File: src/rtl/multi_timer.sv
// multi_timer: multi-channel programmable down-counter timer.
//   One shared prescaler, qualified by clken, produces a tick every
//   prescale+1 qualified cycles. Each channel is an independent down-counter
//   with its own reload value, periodic/one-shot mode, run state, sticky irq,
//   zero pulse and toggle output.
// Ports:
//   clk, reset          clock (rising edge), async active-high reset
//   clken, prescale     count qualifier and shared prescaler divide value
//   cfg_we/ch/load/mode/start   config write of one channel; start arms it
//   stop, irq_ack       per-channel stop level and irq clear
//   counter_flat        channel i count at [i*WIDTH +: WIDTH]
//   zero, tp, irq, running      per-channel status outputs

module multi_timer_ch #(
  parameter int WIDTH = 24
) (
  input  logic             clk,
  input  logic             reset,
  input  logic             tick,
  input  logic             wr,
  input  logic             arm,
  input  logic [WIDTH-1:0] load,
  input  logic             mode_in,
  input  logic             stop,
  input  logic             irq_ack,
  output logic [WIDTH-1:0] count,
  output logic             zero,
  output logic             tp,
  output logic             irq,
  output logic             running
);
  typedef enum logic [1:0] {IDLE, RUN, DONE} state_t;

  state_t           state, state_n;
  logic [WIDTH-1:0] reload, count_n, arm_val, rel_val;
  logic             mode, term;

  // A load of 0 behaves as 1, so the counter restarts at max(N,1)-1.
  assign arm_val = ((load   == '0) ? WIDTH'(1) : load)   - WIDTH'(1);
  assign rel_val = ((reload == '0) ? WIDTH'(1) : reload) - WIDTH'(1);

  // Arm wins over stop, stop wins over counting; an arm on a terminal
  // cycle therefore also swallows that terminal event.
  always_comb begin
    state_n = state;
    count_n = count;
    term    = 1'b0;
    if (arm) begin
      state_n = RUN;
      count_n = arm_val;
    end else if (state == RUN) begin
      if (stop) begin
        state_n = IDLE;
      end else if (tick) begin
        if (count != '0) begin
          count_n = count - WIDTH'(1);
        end else begin
          term = 1'b1;
          if (mode) state_n = DONE;
          else      count_n = rel_val;
        end
      end
    end
  end

  always_ff @(posedge clk or posedge reset) begin
    if (reset) begin
      state  <= IDLE;
      count  <= '0;
      reload <= '0;
      mode   <= 1'b0;
      zero   <= 1'b0;
      tp     <= 1'b0;
      irq    <= 1'b0;
    end else begin
      state <= state_n;
      count <= count_n;
      zero  <= term;
      tp    <= tp ^ term;
      irq   <= (irq & ~irq_ack) | term;  // set beats ack
      // Reload/mode updates take effect from the next terminal reload on.
      if (wr) begin
        reload <= load;
        mode   <= mode_in;
      end
    end
  end

  assign running = (state == RUN);
endmodule

module multi_timer #(
  parameter int WIDTH      = 24,
  parameter int CHANNELS   = 2,
  parameter int PRESCALE_W = 8,
  parameter int CH_W       = (CHANNELS > 1) ? $clog2(CHANNELS) : 1
) (
  input  logic                      clk,
  input  logic                      reset,
  input  logic                      clken,
  input  logic [PRESCALE_W-1:0]     prescale,
  input  logic                      cfg_we,
  input  logic [CH_W-1:0]           cfg_ch,
  input  logic [WIDTH-1:0]          cfg_load,
  input  logic                      cfg_mode,
  input  logic                      cfg_start,
  input  logic [CHANNELS-1:0]       stop,
  input  logic [CHANNELS-1:0]       irq_ack,
  output logic [CHANNELS*WIDTH-1:0] counter_flat,
  output logic [CHANNELS-1:0]       zero,
  output logic [CHANNELS-1:0]       tp,
  output logic [CHANNELS-1:0]       irq,
  output logic [CHANNELS-1:0]       running
);
  logic [PRESCALE_W-1:0] pre_cnt;
  logic                  tick;

  // >= rather than == so lowering prescale mid-count takes effect at once.
  assign tick = clken && (pre_cnt >= prescale);

  always_ff @(posedge clk or posedge reset) begin
    if (reset)      pre_cnt <= '0;
    else if (tick)  pre_cnt <= '0;
    else if (clken) pre_cnt <= pre_cnt + PRESCALE_W'(1);
  end

  for (genvar i = 0; i < CHANNELS; i++) begin : g_ch
    // Out-of-range cfg_ch values never match any channel and are ignored.
    logic sel;
    assign sel = cfg_we && (cfg_ch == CH_W'(i));

    multi_timer_ch #(.WIDTH(WIDTH)) u_ch (
      .clk     (clk),
      .reset   (reset),
      .tick    (tick),
      .wr      (sel),
      .arm     (sel && cfg_start),
      .load    (cfg_load),
      .mode_in (cfg_mode),
      .stop    (stop[i]),
      .irq_ack (irq_ack[i]),
      .count   (counter_flat[i*WIDTH +: WIDTH]),
      .zero    (zero[i]),
      .tp      (tp[i]),
      .irq     (irq[i]),
      .running (running[i])
    );
  end
endmodule

File: config.mk
export PLATFORM = sky130hd
export DESIGN_NAME = multi_timer
export DESIGN_NICKNAME = d
export VERILOG_FILES = /design/src/rtl/multi_timer.sv
export SDC_FILE = /design/constraint.sdc
export NUM_CORES = 1
export LEC_CHECK = 0
export CAP_MARGIN = 20
export CELL_PAD_IN_SITES_DETAIL_PLACEMENT = 0
export CELL_PAD_IN_SITES_GLOBAL_PLACEMENT = 1
export CORE_ASPECT_RATIO = 1.4
export CORE_MARGIN = 4
export CORE_UTILIZATION = 45
export DETAILED_ROUTE_END_ITERATION = 12
export HOLD_SLACK_MARGIN = 0.03
export PLACE_DENSITY_LB_ADDON = 0.05
export SETUP_SLACK_MARGIN = 0.02
export SYNTH_ARGS = -nofsm -noshare
export SYNTH_HDL_FRONTEND = slang
export SYNTH_HIERARCHICAL = 1
export SYNTH_SLANG_ARGS = --single-unit
export TNS_END_PERCENT = 100
File: constraint.sdc
create_clock -name clk -period 4.99 [get_ports clk]
set_input_delay 0.998 -clock clk [delete_from_list [all_inputs] [get_ports clk]]
set_output_delay 0.998 -clock clk [all_outputs]
set_load 0.05 [all_outputs]
==> flow_summary.yaml <==
grt:
  grt_max_degree: 55
  overflow: 0
  antenna_found_initial: 0
  track_usage: 0.262
  grt_pass1_vias: 6645
  grt_pass1_wl_mm: 37.0
timing:
  fin_crit_ps: 4220
  tightest_slew_ps: 981
  slew_violations: 0
  rsz0062_at_grt: "false"
  fin_crit_sh: 0.845
  finalClockSkew_ps: 6.69
  final_hold_viol_count: 0
  slew_headroom: 0.346
  setup_viol: 0
  max_freq_mhz: 237
  setup_tns_ps: 0
critical_path:
  end_kind: "register"
  crit_fanout: 22
  arrival_ps: 4540
  start_kind: "input port"
  path_class: "input port to register"
  critPathRequiredTime_ps: 5310
cells_and_area:
  finalNonFillerCells: 1093
  seq_area_mm2: 0.00290
  antennaDiodeCount: 0
  syn_to_final_growth_pct: 26.1
  drive_gt1_frac: 0.173
  multi_input_area_mm2: 0.00415
  fillers: 1441
  final_nets: 940
  utilization: 0.584
drt:
  drt_iter0_drc: 417
  drc: 0
  wl_per_cell_um: 21.3
  num_vias: 6631
  via_per_inst: 6.07
  wl_mm: 23.2
  ant_nets: 0
  firstDrtPassIters: 5
floorplan:
  start_util: 0.463
  top_level_ports: 99
  fp-row-count: 54
  die_area_mm2: 0.0183
  die_y_um: 159
  die_w_um: 116
  core_mm2: 0.0157
power_and_ir_drop:
  swShare: 0.410
  power_frac_comb: 0.412
  p_total_w: 0.00486
  powerDensity_mw_per_mm2: 528
  ir_drop_mv: 0.380
  p_clk_frac: 0.278
  p_leak_nw: 3.67
  switchingPower_w: 0.00199
  seq_power_share: 0.310
  internal_power_w: 0.00287
clocking:
  numCtsBuffers: 17
  postCtsHoldBufs: 0
  clock_latency_ps: 410
  post_cts_buffers: 0
  cts_root_buf: "clkbuf_16"
  path_clk_slew_ps: 60
  clock_path_buffers: 2
  htreeDepth: 4
  clock-sinks: 116
  cts_resized: 0
  cts_tree: "built"
synth:
  synth_edf_count: 0
  ys_types: 66
  ys_top_cells_by_area: "dfrtp_1, mux2_2, nand2_1"
  yosysWarningCount: 6
  synth-seq-cells: 116
  synth_fp_nets: 837
  ys_seq_area_frac: 0.398
  syn_inst: 783
  syn_area_per_cell_um2: 9.32
  synth.cell_area_mm2: 0.00730
  synth.top_cell.area_share: 0.398
  ys.flop_type: "dfrtp_1"
  synth_top_cell_by_area: "dfrtp_1"
  async_reset_ff_frac: 1.00
placed_design:
  hpwl_mm: 17.6
  dp.cells: 1061
  io_buffers: 98
  gp_congestion: 0.950
hold_path:
  hold_class: "register to register"
run_status:
  status: "completed"
flow_run:
  drv_cap: 0
==> critical path, cell delays in order <==
cell	delay, ps
clkdlybuf4s50_1	500
and3_1	510
nor4_1	480
or4b_4	580
nor2_4	300
a21oi_1	160
ha_1	220
inv_1	140
a211oi_2	100
buf_4	180
and3_1	170
o31ai_1	190
==> area by class of cell <==
type | count | share of cell area
multi-input cells | 607 | 0.451
flip-flops and latches | 116 | 0.316
repair buffers | 119 | 0.126
clock buffers | 21 | 0.0511
well taps | 196 | 0.0267
clock inverters | 9 | 0.0192
inverters | 25 | 0.0102
==> path summary, 6_finish.rpt <==
check                                              startpoint                            endpoint  slack (ps)  depth (start not counted)
min reg2reg                         g_ch[1].u_ch/tp$_DFF_PP0_           g_ch[1].u_ch/tp$_DFF_PP0_         460                          1
max reg2reg                g_ch[0].u_ch/count[12]$_DFFE_PP0P_  g_ch[0].u_ch/count[14]$_DFFE_PP0P_        1700                         11
max                                                    cfg_ch  g_ch[1].u_ch/count[10]$_DFFE_PP0P_         770                         12
min                                 g_ch[1].u_ch/tp$_DFF_PP0_           g_ch[1].u_ch/tp$_DFF_PP0_         460                          1
min in group asynchronous                               reset   g_ch[1].u_ch/state[1]$_DFFE_PP0P_         940                          2
max in group asynchronous                               reset   g_ch[0].u_ch/count[1]$_DFFE_PP0P_        3090                          3
==> power by group through the flow <==
stage | Combinational (W) | Sequential (W) | Clock (W)
3_5_place_dp | 0.00199 | 0.00151 | 0
5_1_grt | 0.00216 | 0.00154 | 0.00141
4_1_cts | 0.00200 | 0.00150 | 0.00138
2_1_floorplan | 0.000911 | 0.00191 | 0
3_3_place_gp | 0.00197 | 0.00151 | 0
6_report | 0.00200 | 0.00151 | 0.00135
==> metrics by stage <==
| stage | hold WS [ps] | setup slack, ps | instance area (um2) |
|---|---|---|---|
| after detailed placement | 457 | 366 | 8520 |
| final | 462 | 772 | 9200 |
| after CTS | 468 | 773 | 9160 |
| after global routing | 491 | 471 | 9200 |
| after global placement | 456 | 521 | 8520 |
| after floorplan | 463 | 1560 | 7300 |
==> Yosys cell counts, drive strengths merged (3+ instances only) <==
master,instances
dfrtp,116
nand2,73
o21ai,63
mux2,58
nor2,58
a21oi,52
inv,25
nand3,24
nor3,24
nor4,22
a31oi,19
clkbuf,19
xnor2,18
buf,16
xor2,13
ha,11
nand4,11
and2,10
nand2b,10
or2,10
or3,10
or4,10
o31ai,9
a211oi,8
a311o,8
a311oi,8
and3,8
nor2b,7
a211o,6
mux2i,6
o211ai,6
o22ai,6
o2111ai,4
o21a,4
and4,3
==> layer usage <==
layer  GRT usage  routed length (um)
met4       0.118                 952
met3      0.0414                1170
met1       0.330                9600
met5           0                   0
met2       0.444               11500
==> layout by cell type, fill, tap and decap left out, types with 8 or more instances in the layout <==
| cell type | netlist | layout |
|---|---|---|
| dfrtp_1 | 116 | 116 |
| clkdlybuf4s50_1 | 0 | 98 |
| nand2_1 | 73 | 73 |
| mux2_2 | 56 | 56 |
| nor2_1 | 54 | 53 |
| a21oi_1 | 47 | 47 |
| o21ai_1 | 41 | 41 |
| nand3_1 | 24 | 24 |
| inv_1 | 25 | 23 |
| nor3_1 | 22 | 22 |
| o21ai_0 | 20 | 20 |
| nor4_1 | 20 | 20 |
| buf_4 | 0 | 19 |
| a31oi_1 | 18 | 18 |
| xnor2_1 | 18 | 18 |
| clkbuf_16 | 0 | 17 |
| xor2_1 | 13 | 13 |
| nand4_1 | 11 | 11 |
| ha_1 | 11 | 11 |
| nand2b_1 | 10 | 10 |
| and2_1 | 10 | 10 |
| or3_1 | 10 | 10 |
| and3_1 | 8 | 8 |
| or2_2 | 8 | 8 |
| a311o_1 | 8 | 8 |
| a311oi_1 | 8 | 8 |
==> state kept, by name, summed over array words and instances (netlist names) <==
name              flops
g_ch.u_ch/state       4
g_ch.u_ch/zero        2
pre_cnt               8
g_ch.u_ch/tp          2
g_ch.u_ch/reload     48
g_ch.u_ch/count      48
g_ch.u_ch/mode        2
g_ch.u_ch/irq         2
==> cells by family (layout without fill, tap and decap cells) <==
logic type	after synthesis	in the layout	synth area share
adder cells (fa/ha/maj)	11	11	0.0189
AO/OA/AOI/OAI	211	211	0.196
buffers and inverters	60	174	0.0346
multiplexers	64	64	0.0988
XOR/XNOR	31	31	0.0372
flip-flops	116	116	0.398
AND/OR/NAND/NOR	290	290	0.217
No activity file was read; power rests on OpenSTA's default activity.
